`src/rtl/mac_frame_tx.sv`:
```
// Ethernet MAC transmit framer: preamble/SFD, addresses, EtherType, payload with
// zero padding to the 46-byte minimum, CRC-32 FCS and inter-frame gap onto GMII.
module mac_frame_tx #(
    parameter logic [47:0] P_SRC_MAC = 48'h000000000000,
    parameter int unsigned P_IFG     = 12
) (
    input  logic        i_clk,
    input  logic        i_rst,
    input  logic [47:0] i_src_mac,
    input  logic        i_src_mac_valid,
    input  logic [47:0] i_dest_mac,
    input  logic [15:0] i_send_type,
    input  logic        i_send_req,
    input  logic [7:0]  i_send_data,
    input  logic        i_send_valid,
    input  logic        i_send_last,
    output logic        o_send_ready,
    output logic        o_busy,
    output logic        o_underrun,
    output logic [7:0]  o_gmii_data,
    output logic        o_gmii_valid
);

    localparam logic [3:0] StIdle    = 4'd0;
    localparam logic [3:0] StStart   = 4'd1;
    localparam logic [3:0] StPre     = 4'd2;
    localparam logic [3:0] StSfd     = 4'd3;
    localparam logic [3:0] StDmac    = 4'd4;
    localparam logic [3:0] StSmac    = 4'd5;
    localparam logic [3:0] StType    = 4'd6;
    localparam logic [3:0] StPayload = 4'd7;
    localparam logic [3:0] StPad     = 4'd8;
    localparam logic [3:0] StFcs     = 4'd9;
    localparam logic [3:0] StIfg     = 4'd10;

    localparam logic [15:0] MinPayload = 16'd46;
    localparam logic [15:0] MaxPayload = 16'd1500;
    // GMII output is registered, so the START cycle supplies the last idle cycle of the gap.
    localparam int unsigned IfgCycles  = (P_IFG > 1) ? P_IFG - 1 : 1;
    localparam logic [15:0] IfgLast    = 16'(IfgCycles - 1);

    logic [3:0]  state_q, state_d;
    logic [15:0] cnt_q, cnt_d;
    logic [15:0] pay_cnt_q, pay_cnt_d;
    logic [31:0] crc_q, crc_d;
    logic [47:0] dmac_q, dmac_d;
    logic [47:0] smac_q, smac_d;
    logic [15:0] type_q, type_d;
    logic [47:0] src_mac_q;
    logic        bad_q, bad_d;
    logic [7:0]  data_q, data_d;
    logic        valid_q, valid_d;
    logic        underrun_q, underrun_d;
    logic        crc_en;
    logic        start;
    logic [15:0] pay_next;

    function automatic logic [31:0] crc_byte(input logic [31:0] c, input logic [7:0] d);
        logic [31:0] r;
        r = c ^ {24'h000000, d};
        for (int i = 0; i < 8; i++) begin
            r = r[0] ? ((r >> 1) ^ 32'hEDB88320) : (r >> 1);
        end
        return r;
    endfunction

    always_comb begin
        state_d    = state_q;
        cnt_d      = cnt_q;
        pay_cnt_d  = pay_cnt_q;
        crc_d      = crc_q;
        dmac_d     = dmac_q;
        smac_d     = smac_q;
        type_d     = type_q;
        bad_d      = bad_q;
        data_d     = 8'h00;
        valid_d    = 1'b0;
        underrun_d = 1'b0;
        crc_en     = 1'b0;
        start      = 1'b0;
        pay_next   = pay_cnt_q + 16'd1;

        case (state_q)
            StIdle: start = i_send_req;
            StStart: begin
                state_d = StPre;
                cnt_d   = 16'd0;
            end
            StPre: begin
                valid_d = 1'b1;
                data_d  = 8'h55;
                if (cnt_q == 16'd6) begin
                    state_d = StSfd;
                    cnt_d   = 16'd0;
                end else begin
                    cnt_d = cnt_q + 16'd1;
                end
            end
            StSfd: begin
                valid_d = 1'b1;
                data_d  = 8'hD5;
                state_d = StDmac;
                cnt_d   = 16'd0;
            end
            StDmac: begin
                valid_d = 1'b1;
                data_d  = dmac_q[47:40];
                dmac_d  = {dmac_q[39:0], 8'h00};
                crc_en  = 1'b1;
                if (cnt_q == 16'd5) begin
                    state_d = StSmac;
                    cnt_d   = 16'd0;
                end else begin
                    cnt_d = cnt_q + 16'd1;
                end
            end
            StSmac: begin
                valid_d = 1'b1;
                data_d  = smac_q[47:40];
                smac_d  = {smac_q[39:0], 8'h00};
                crc_en  = 1'b1;
                if (cnt_q == 16'd5) begin
                    state_d = StType;
                    cnt_d   = 16'd0;
                end else begin
                    cnt_d = cnt_q + 16'd1;
                end
            end
            StType: begin
                valid_d = 1'b1;
                data_d  = type_q[15:8];
                type_d  = {type_q[7:0], 8'h00};
                crc_en  = 1'b1;
                if (cnt_q == 16'd1) begin
                    state_d   = StPayload;
                    pay_cnt_d = 16'd0;
                end else begin
                    cnt_d = cnt_q + 16'd1;
                end
            end
            StPayload: begin
                valid_d   = 1'b1;
                crc_en    = 1'b1;
                pay_cnt_d = pay_next;
                cnt_d     = 16'd0;
                if (i_send_valid) begin
                    data_d = i_send_data;
                    if (i_send_last) begin
                        state_d = (pay_next < MinPayload) ? StPad : StFcs;
                    end else if (pay_next == MaxPayload) begin
                        underrun_d = 1'b1;
                        bad_d      = 1'b1;
                        state_d    = StFcs;
                    end
                end else begin
                    // Starved: this cycle already goes out as the first pad byte.
                    underrun_d = 1'b1;
                    bad_d      = 1'b1;
                    state_d    = (pay_next < MinPayload) ? StPad : StFcs;
                end
            end
            StPad: begin
                valid_d   = 1'b1;
                crc_en    = 1'b1;
                pay_cnt_d = pay_next;
                if (pay_next >= MinPayload) begin
                    state_d = StFcs;
                    cnt_d   = 16'd0;
                end
            end
            StFcs: begin
                valid_d = 1'b1;
                data_d  = bad_q ? crc_q[7:0] : ~crc_q[7:0];
                crc_d   = {8'h00, crc_q[31:8]};
                if (cnt_q == 16'd3) begin
                    state_d = StIfg;
                    cnt_d   = 16'd0;
                end else begin
                    cnt_d = cnt_q + 16'd1;
                end
            end
            StIfg: begin
                if (cnt_q == IfgLast) begin
                    state_d = StIdle;
                    start   = i_send_req;
                end else begin
                    cnt_d = cnt_q + 16'd1;
                end
            end
            default: state_d = StIdle;
        endcase

        if (crc_en) begin
            crc_d = crc_byte(crc_q, data_d);
        end

        if (start) begin
            state_d = StStart;
            cnt_d   = 16'd0;
            dmac_d  = i_dest_mac;
            type_d  = i_send_type;
            smac_d  = src_mac_q;
            crc_d   = 32'hFFFFFFFF;
            bad_d   = 1'b0;
        end
    end

    always_ff @(posedge i_clk or posedge i_rst) begin
        if (i_rst) begin
            state_q    <= StIdle;
            cnt_q      <= 16'd0;
            pay_cnt_q  <= 16'd0;
            crc_q      <= 32'hFFFFFFFF;
            dmac_q     <= 48'h0;
            smac_q     <= 48'h0;
            type_q     <= 16'h0;
            bad_q      <= 1'b0;
            data_q     <= 8'h00;
            valid_q    <= 1'b0;
            underrun_q <= 1'b0;
        end else begin
            state_q    <= state_d;
            cnt_q      <= cnt_d;
            pay_cnt_q  <= pay_cnt_d;
            crc_q      <= crc_d;
            dmac_q     <= dmac_d;
            smac_q     <= smac_d;
            type_q     <= type_d;
            bad_q      <= bad_d;
            data_q     <= data_d;
            valid_q    <= valid_d;
            underrun_q <= underrun_d;
        end
    end

    always_ff @(posedge i_clk or posedge i_rst) begin
        if (i_rst) begin
            src_mac_q <= P_SRC_MAC;
        end else if (i_src_mac_valid) begin
            src_mac_q <= i_src_mac;
        end
    end

    assign o_send_ready = (state_q == StPayload);
    assign o_busy       = (state_q != StIdle);
    assign o_underrun   = underrun_q;
    assign o_gmii_data  = data_q;
    assign o_gmii_valid = valid_q;

endmodule

```
`config.mk`:
```
export PLATFORM = sky130hd
export DESIGN_NAME = mac_frame_tx
export DESIGN_NICKNAME = d
export VERILOG_FILES = /design/src/rtl/mac_frame_tx.sv
export SDC_FILE = /design/constraint.sdc
export NUM_CORES = 1
export LEC_CHECK = 0
export ABC_AREA = 1
export CAP_MARGIN = 20
export CORE_AREA = 2 2 189 191
export CTS_BUF_LIST = sky130_fd_sc_hd__clkbuf_4
export DETAILED_ROUTE_END_ITERATION = 10
export DIE_AREA = 0 0 191 193
export SLEW_MARGIN = 40
export SYNTH_ARGS = -nofsm -noshare
export SYNTH_HDL_FRONTEND = slang
export SYNTH_SLANG_ARGS = --single-unit
```
`constraint.sdc`:
```
create_clock -name i_clk -period 13.23 [get_ports i_clk]
set_input_delay 2.646 -clock i_clk [delete_from_list [all_inputs] [get_ports i_clk]]
set_output_delay 2.646 -clock i_clk [all_outputs]
set_load 0.01 [all_outputs]
```
==> impl_metrics.toml, run 1 <==
[cts]
tritoncts = "built"
cts.repair.resized = 0
cts.htree.levels = 3
clock_sinks = 239
cts_buffers = 68
cts_setup_buffers = 0
path_clk_slew_ns = 0.06
clock_path_buffers = 3
cts-root-buf = "clkbuf_4"
hold_buffers = 0
clk_latency_ns = 0.70

[pwr]
seqPwrFrac_pct = 32.8
p_switching_uw = 1629
peakVddDrop_uv = 104.9
p_int_uw = 1996
switching_share_pct = 44.95
power.leakage_uw = 0.007546
clkPwrFrac_pct = 19.3
combPwrFrac_pct = 47.8
pwr_density_cell_nw_per_um2 = 230.5

[synth]
synth.avg_cell_area_sq_um = 7.601
yosysTopAreaCell = "dfrtp_1"
synth-seq-cells = 239
syn-cell-area_sq_um = 13130
yosys-top-cells-count = "nand2_1, inv_1, dfrtp_1"
synthesis.nets = 1858
synthCells = 1727
ys_seq_area_share_pct = 45.87
yosysMostFrequentCell = "nand2_1"
synthTopCellsByArea = "dfrtp_1, nand2_1, inv_1"
ys_types = 47
ys_warn_count = 0
synth_top_flop_cell = "dfrtp_1"
synthArstFlopShare_pct = 100.0
yosysTopAreaCellShare_pct = 39.46
synth_edf_count = 0

[min_path]
min_from = "src_mac_q[29]"
hold_path_end = "smac_q[29]"
hold_depth = 2
hp-class = "flop to flop"

[setup_path]
r2r_slack_ns = 9.54
crit_buf_inv = 3
crit_path_end_kind = "output pin"
worstSetupPathType = "flop to output pin"
critical-path-slowest-cell = "dfrtp_1"
crit_family = "buffers and inverters"
crit_required_ns = 10.58
crit_chain = "nor2_4 -> inv_1 -> nor2_1 -> inv_1 -> clkdlybuf4s50_1"
cp_common_cell = "inv_1"
r2r_cells = 8
r2r-start = "state_q[1]"
cp.arrival_ns = 2.56
crit_path_max_fanout = 9
worstSetupStartpointType = "flop"
max_stage_delay_ns = 0.55
r2r_end = "crc_q[19]"

[timing]
finalClockSkew_ns = 0.03540
tightestPinTransition_ns = 0.7766
max_freq_mhz = 192.1
slew_viol_final = 0
min_period_ns = 5.206
rsz0062_at_grt = "no"
hold_viol_final = 0
slew_headroom_pct = 48.17
setup_tns_ns = 0
finalSetupViolCount = 0
fin_crit_sh_pct = 39.35

[finish]
areaGrowthSynthToFinish_pct = 19.83
drive_above_1_share_pct = 11.79
fin_nets = 1999
stdcell_area_sq_um = 15730
multi_input_area_sq_um = 5826
stdcell_count = 2379
register_area_sq_um = 6021
final_util_pct = 44.98
fillCellCount = 3551

[floorplanning]
start_util_pct = 37.54
dieArea_sq_um = 36860
fp-row-count = 69
die_w_microns = 191
core_area_sq_um = 34960
die_h_microns = 193
io_pins = 138

[placed_design]
hpwlAfterDp_microns = 25090
portBuffers = 137
dpl.cell_count = 2258
gp_congestion = 0.8888
place_area_sq_um = 14820

[route]
drc = 0
drtIter0Drc = 749
drt_wl_total_microns = 36040
dr.pass1.iters = 6
routedWlPerCell_microns = 15.15
num_vias = 11790
vias_per_cell = 4.955
ant_nets = 0

[global_route]
grtUsageTotal_pct = 19.82
grt_start_max_net_pins = 101
grt_pass1_wl_microns = 58370
grt-ovfl-total = 0
grt_pass1_vias = 11390
antenna_found_initial = 1

[flow_run]
drv_cap = 0

[outcome]
status = "finished, final reports clean"
[through the flow]
step | worst slack [ns] | total power [uW] | hold WS (ns)
finish | 8.024 | 3625 | 0.4741
CTS | 7.986 | 3640 | 0.4872
detailed placement | 7.931 | 2915 | 0.4776
global placement | 7.984 | 2883 | 0.4707
global route | 7.907 | 3963 | 0.5202
floorplan | 4.077 | 2483 | 0.4530
[power by group through the flow]
stage               Combinational (uW)  Clock (uW)  Sequential, uW
global placement                  1690           0            1190
detailed placement                1710           0            1200
floorplan                         1340           0            1150
finish                            1730         701            1190
CTS                               1720         728            1190
global route                      1980         764            1220
[cell families (layout without fill, tap and decap cells)]
kind of cell | after synthesis | in the layout | share of synthesized area (%)
adders and majority gates | 5 | 5 | 0.4766
xor gates and xnor gates | 45 | 45 | 3.117
buffers and inverters | 327 | 517 | 9.808
muxes | 22 | 22 | 1.811
DFF | 239 | 239 | 45.87
other | 0 | 1 | 0
and+or+nand+nor | 814 | 814 | 26.75
AOI/OAI and AO/OA | 275 | 275 | 12.17
[worst min-delay path: cells and delay by family, from the launching register on]
family / cells / cell delay, ns
simple gates: 1 / 0.05
compound gates: 1 / 0.06
flops: 1 / 0.34
[per-layer routing]
metal	GRT usage, %	vias to the layer above	part of all wire, %
met4	8.169	0	2.9
li1	-	5868	-
met5	0	-	0
met2	30.21	372	45
met1	27.24	5471	46
met3	4.525	78	6.7
[cell usage in the layout (no fill, tap or decap), types with 13 or more instances in the layout]
| master | netlist | final |
|---|---|---|
| nand2_1 | 488 | 488 |
| inv_1 | 241 | 238 |
| dfrtp_1 | 207 | 207 |
| o21ai_0 | 168 | 168 |
| nand3_1 | 155 | 155 |
| clkdlybuf4s50_1 | 0 | 136 |
| clkbuf_4 | 0 | 95 |
| nor2_1 | 86 | 85 |
| xor2_1 | 35 | 35 |
| dfstp_2 | 32 | 32 |
| o211ai_1 | 23 | 23 |
| nand2_2 | 23 | 22 |
| a21oi_1 | 20 | 20 |
| o221ai_1 | 17 | 17 |
| nor3_1 | 17 | 17 |
| clkinv_1 | 1 | 17 |
| o22ai_1 | 15 | 15 |
| mux2_2 | 14 | 14 |
| nand4_1 | 13 | 13 |
[area by class of cell]
cell class | count | share of cell area [%]
Inverter | 251 | 6.046
Timing Repair Buffer | 147 | 9.387
Multi-Input combinational cell | 1161 | 37.04
Clock buffer | 95 | 4.534
Tap cell | 461 | 3.667
Clock inverter | 24 | 1.034
Sequential cell | 239 | 38.28
Antenna cell | 1 | 0.01591
[sequential cells by signal, summed over array words and instances (netlist names), 4 cells and up]
name         count
dmac_q          48
smac_q          48
src_mac_q       48
crc_q           32
cnt_q           16
pay_cnt_q       16
type_q          16
o_gmii_data      8
state_q          4
[worst max-delay path by stage]
stage                     startpoint  endpoint  cells after the start
after global routing      state_q[1]    o_busy                      5
after detailed placement  i_send_req  cnt_q[9]                      9
after CTS                 state_q[1]    o_busy                      5
after global placement    i_send_req  cnt_q[3]                      9
after floorplan                i_rst     bad_q                      1
final                     state_q[1]    o_busy                      5
(Power assumes the default switching activity.)
==> run 2: changes to the inputs <==
==> constraint.sdc (replaced) <==
create_clock -name i_clk -period 5.2 [get_ports i_clk]
set_input_delay 1.04 -clock i_clk [delete_from_list [all_inputs] [get_ports i_clk]]
set_output_delay 1.04 -clock i_clk [all_outputs]
set_load 0.01 [all_outputs]
==> run 2 against run 1 <==
Compared with the run above:
- critical path type unchanged
- hold slack better by 0.011 ns
- flip-flop and latch count unchanged
- clock power rose to 2.6 times the previous value
- core utilization up 0.17 points
- sequential power rose to 2.5 times the previous value
- first-iteration DRC count up 12%
==> impl_metrics.toml, run 2 (synthesis gave the netlist of run 1 again) <==
[setup_path]
crit_family = "flip-flops"
critical-path-slowest-cell = "dfrtp_1"
r2r_slack_ns = 1.80
max_stage_delay_ns = 0.64
r2r_cells = 12
worstSetupPathType = "flop to output pin"
crit_buf_inv = 1
crit_path_max_fanout = 9
crit_path_end_kind = "output pin"
crit_chain = "nand2_2 -> nor2_2 -> clkdlybuf4s50_1"
cp.arrival_ns = 2.52
r2r_end = "cnt_q[3]"
crit_required_ns = 4.16
r2r-start = "cnt_q[11]"
worstSetupStartpointType = "flop"

[timing]
tightestPinTransition_ns = 0.8119
hold_viol_final = 0
min_period_ns = 3.556
slew_headroom_pct = 45.67
finalClockSkew_ns = 0.03563
rsz0062_at_grt = "no"
finalSetupViolCount = 0
setup_tns_ns = 0
max_freq_mhz = 281.2
slew_viol_final = 0
fin_crit_sh_pct = 68.39

[placed_design]
portBuffers = 137
gp_congestion = 0.8987
dpl.cell_count = 2264
hpwlAfterDp_microns = 25530

[min_path]
hp-class = "flop to flop"
min_from = "crc_q[8]"
hold_path_end = "crc_q[8]"
hold_depth = 2

[global_route]
grt-ovfl-total = 0
grtUsageTotal_pct = 20.25
antenna_found_initial = 2
grt_pass1_wl_microns = 59280
grt_start_max_net_pins = 101
grt_pass1_vias = 11550

[pwr]
power.leakage_uw = 0.007586
p_int_uw = 5110
seqPwrFrac_pct = 32.7
switching_share_pct = 44.81
peakVddDrop_uv = 254.0
pwr_density_cell_nw_per_um2 = 586.4
clkPwrFrac_pct = 19.3
combPwrFrac_pct = 48.0
p_switching_uw = 4148

[floorplanning]
die_w_microns = 191
start_util_pct = 37.54
io_pins = 138
core_area_sq_um = 34960
die_h_microns = 193
dieArea_sq_um = 36860
fp-row-count = 69

[cts]
tritoncts = "built"
path_clk_slew_ns = 0.07
hold_buffers = 0
cts.repair.resized = 0
clock_path_buffers = 3
clock_sinks = 239
cts_setup_buffers = 0
cts_buffers = 70
cts.htree.levels = 3
cts-root-buf = "clkbuf_4"
clk_latency_ns = 0.73

[finish]
stdcell_count = 2383
drive_above_1_share_pct = 12.45
areaGrowthSynthToFinish_pct = 20.27
fin_nets = 2006
top_regs = "dmac_q (48), smac_q (48), src_mac_q (48)"
final_common_cell = "nand2_1"
final_cell_mix = "nand2_1, inv_1, dfrtp_1, o21ai_0, nand3_1"

[route]
num_vias = 11860
drc = 0
drtIter0Drc = 838
drt_wl_total_microns = 36330
dr.pass1.iters = 5
ant_nets = 0
routedWlPerCell_microns = 15.24
vias_per_cell = 4.976

[outcome]
status = "finished, final reports clean"

[flow_run]
drv_cap = 0
-- run 2: changes by cell type in the layout (fill, tap and decap cells not counted), sizes merged --
cell / delta
diode: +1
clkinv: -11
inv: -1
bufinv: -1
buf: +5
clkbuf: +10
clkinvlp: +1
-- run 2: power by group through the flow --
stage / clock, uW / combinational [uW] / sequential [uW]
after CTS: 1860 / 4430 / 3020
after global routing: 1960 / 5060 / 3100
after global placement: 0 / 4330 / 3040
after floorplan: 0 / 3400 / 2920
after detailed placement: 0 / 4410 / 3050
final: 1790 / 4450 / 3020
-- run 2: area by class of cell --
class,instances,area [sq um]
Clock inverter,12,91.34
Timing Repair Buffer,152,1535
Clock buffer,105,788.3
Multi-Input combinational cell,1161,5823
Tap cell,461,576.8
Fill cell,3561,19180
Sequential cell,239,6021
Inverter,251,947.2
Antenna cell,2,5.005
-- run 2: worst max-delay path by stage --
stage	startpoint	endpoint	slack (ns)	cells after the start
global route	state_q[1]	o_send_ready	1.48	3
detailed placement	i_send_req	cnt_q[3]	1.57	9
floorplan	i_rst	bad_q	1.05	1
finish	state_q[1]	o_send_ready	1.64	3
CTS	state_q[1]	o_send_ready	1.58	3
global placement	i_send_req	cnt_q[3]	1.59	9
-- run 2: per-layer routing --
layer	vias to the layer above	track usage [%]	share of wire (%)	wire length [microns]
met5	-	0	0.036	13
met4	2	7.841	2.5	905
met3	68	4.362	5.5	2004
met2	339	32.01	45	16510
met1	5558	27.22	47	16890
li1	5890	-	-	-
-- run 2: worst register-to-register path, delay by kind of cell, from the launching register on --
| kind | cells | cell delay (ns) |
|---|---|---|
| DFF | 1 | 0.43 |
| AOI/OAI and AO/OA | 1 | 0.09 |
| buffers and inverters | 2 | 0.87 |
| and+or+nand+nor | 9 | 1.91 |
-- run 2: stage by stage --
step / area (sq um) / util [%] / power (uW) / setup WS (ns) / hold slack [ns]
4_1_cts: 15780 / 45.13 / 9310 / 1.579 / 0.4853
2_1_floorplan: 13130 / - / 6319 / 1.052 / 0.4530
3_5_place_dp: 14900 / 42.61 / 7455 / 1.566 / 0.4781
5_1_grt: 15790 / 45.15 / 10120 / 1.477 / 0.5152
3_3_place_gp: 14840 / 42.45 / 7369 / 1.586 / 0.4703
6_report: 15790 / 45.15 / 9258 / 1.644 / 0.4853
==> run 3: changes to the inputs <==
==> constraint.sdc (replaced) <==
create_clock -name i_clk -period 3.2 [get_ports i_clk]
set_input_delay 0.64 -clock i_clk [delete_from_list [all_inputs] [get_ports i_clk]]
set_output_delay 0.64 -clock i_clk [all_outputs]
set_load 0.01 [all_outputs]
==> run 3 against run 2 <==
Compared with the run above:
- non-clock buffer count up 25
- highest routed layer unchanged
- count of clock-buffer cells in the layout down 1
- critical path type unchanged
- largest power group unchanged
- critical endpoint unchanged
- flip-flop and latch count unchanged
==> impl_metrics.toml, run 3 (synthesis gave the netlist of run 1 again) <==
[pwr]
seqPwrFrac_pct = 31.7
switching_share_pct = 44.30
combPwrFrac_pct = 48.7
pwr_density_cell_nw_per_um2 = 971.5
p_int_uw = 8671
p_switching_uw = 6895
power.leakage_uw = 0.007722
clkPwrFrac_pct = 19.6
peakVddDrop_uv = 393.2

[cts]
clock_sinks = 239
hold_buffers = 0
clock_path_buffers = 3
cts-root-buf = "clkbuf_4"
clk_latency_ns = 0.73
cts_setup_buffers = 0
cts_buffers = 71
tritoncts = "built"
cts.htree.levels = 3
cts.repair.resized = 1
path_clk_slew_ns = 0.06

[finish]
register_area_sq_um = 6022
top_regs = "dmac_q (48), smac_q (48), src_mac_q (48)"
final_common_cell = "nand2_1"
areaGrowthSynthToFinish_pct = 22.06
drive_above_1_share_pct = 13.62
multi_input_area_sq_um = 5828
stdcell_area_sq_um = 16020
stdcell_count = 2411
fin_nets = 2032
final_cell_mix = "nand2_1, inv_1, dfrtp_1, o21ai_0, nand3_1"
fillCellCount = 3517

[timing]
finalClockSkew_ns = 0.05294
fin_crit_sh_pct = 95.46
hold_viol_final = 0
min_period_ns = 3.055
max_freq_mhz = 327.3
finalSetupViolCount = 0
slew_headroom_pct = 48.04
rsz0062_at_grt = "no"
slew_viol_final = 0
tightestPinTransition_ns = 0.7793

[flow_run]
drv_cap = 0

[setup_path]
critical-path-slowest-cell = "clkdlybuf4s50_1"
crit_path_max_fanout = 7
r2r-start = "pay_cnt_q[0]"
worstSetupPathType = "flop to output pin"
r2r_end = "cnt_q[0]"
crit_path_end_kind = "output pin"
r2r_cells = 13
crit_chain = "inv_1 -> nand2_2 -> nor2_2 -> clkdlybuf4s50_1"
crit_required_ns = 2.56
r2r_slack_ns = 0.41
cp.arrival_ns = 2.41
worstSetupStartpointType = "flop"
max_stage_delay_ns = 0.63

[route]
num_vias = 11860
drc = 0
vias_per_cell = 4.919
ant_nets = 0
routedWlPerCell_microns = 15.35
dr.pass1.iters = 5
drtIter0Drc = 795
drt_wl_total_microns = 37000

[global_route]
grt_pass1_wl_microns = 59780
antenna_found_initial = 5
grt_pass1_vias = 11650
grt-ovfl-total = 0
grt_start_max_net_pins = 68
grtUsageTotal_pct = 20.52

[placed_design]
portBuffers = 137
hpwlAfterDp_microns = 26520
place_area_sq_um = 15090
dpl.cell_count = 2289
gp_congestion = 0.8859

[floorplanning]
start_util_pct = 37.54
core_area_sq_um = 34960
die_w_microns = 191
fp-row-count = 69
dieArea_sq_um = 36860
die_h_microns = 193
io_pins = 138

[outcome]
status = "finished, final reports clean"

[min_path]
hp-class = "input port to asynchronous set/reset pin"
## run 3: metal layers
layer  global-route usage (%)  routed length [microns]
met5                        0                       27
met4                    7.185                      731
met3                    4.380                     2208
met1                    28.27                    17230
met2                    32.00                    16810
## run 3: power groups by stage
stage	sequential, uW	combinational, uW	clock (uW)
floorplan	4740	5520	0
global placement	4970	7450	0
detailed placement	4980	7540	0
CTS	4940	7590	3150
global route	5050	8630	3320
finish	4930	7590	3040
## run 3: worst max-delay path by stage
| stage | cells after the start | slack (ns) | start | end |
|---|---|---|---|---|
| floorplan | 1 | -0.55 | i_rst | bad_q |
| global placement | 6 | 0.27 | state_q[1] | pay_cnt_q[10] |
| detailed placement | 21 | 0.26 | i_send_valid | crc_q[23] |
| CTS | 5 | 0.05 | state_q[1] | o_busy |
| global route | 14 | 0.006 | pay_cnt_q[0] | cnt_q[0] |
| finish | 4 | 0.15 | state_q[3] | o_send_ready |
## run 3: layout make-up
type	count	share of cell area, %
antenna	5	0.07809
clock buffer	104	4.873
clock inverter	13	0.8590
inverter	251	5.912
multi-input combinational	1161	36.38
sequential	239	37.59
tap	461	3.600
timing repair buffer	177	10.71
## run 3: metrics by stage
step | setup WS [ns] | hold slack, ns | total power [uW] | setup TNS [ns] | utilization (%)
floorplan | -0.5477 | 0.4530 | 10270 | -113.38 | -
global placement | 0.2672 | 0.4687 | 12410 | 0 | 43.14
detailed placement | 0.2650 | 0.4705 | 12520 | 0 | 43.15
CTS | 0.05263 | 0.2570 | 15680 | 0 | 45.78
global route | 0.006470 | 0.2898 | 17000 | 0 | 45.82
finish | 0.1451 | 0.3068 | 15570 | 0 | 45.82
## run 3: worst max-delay path, delay by kind of cell, from the launching register on
family / cells / cell delay [ns]
AND/OR/NAND/NOR: 2 / 0.48
buffers and inverters: 2 / 0.73
flip-flops: 1 / 0.47
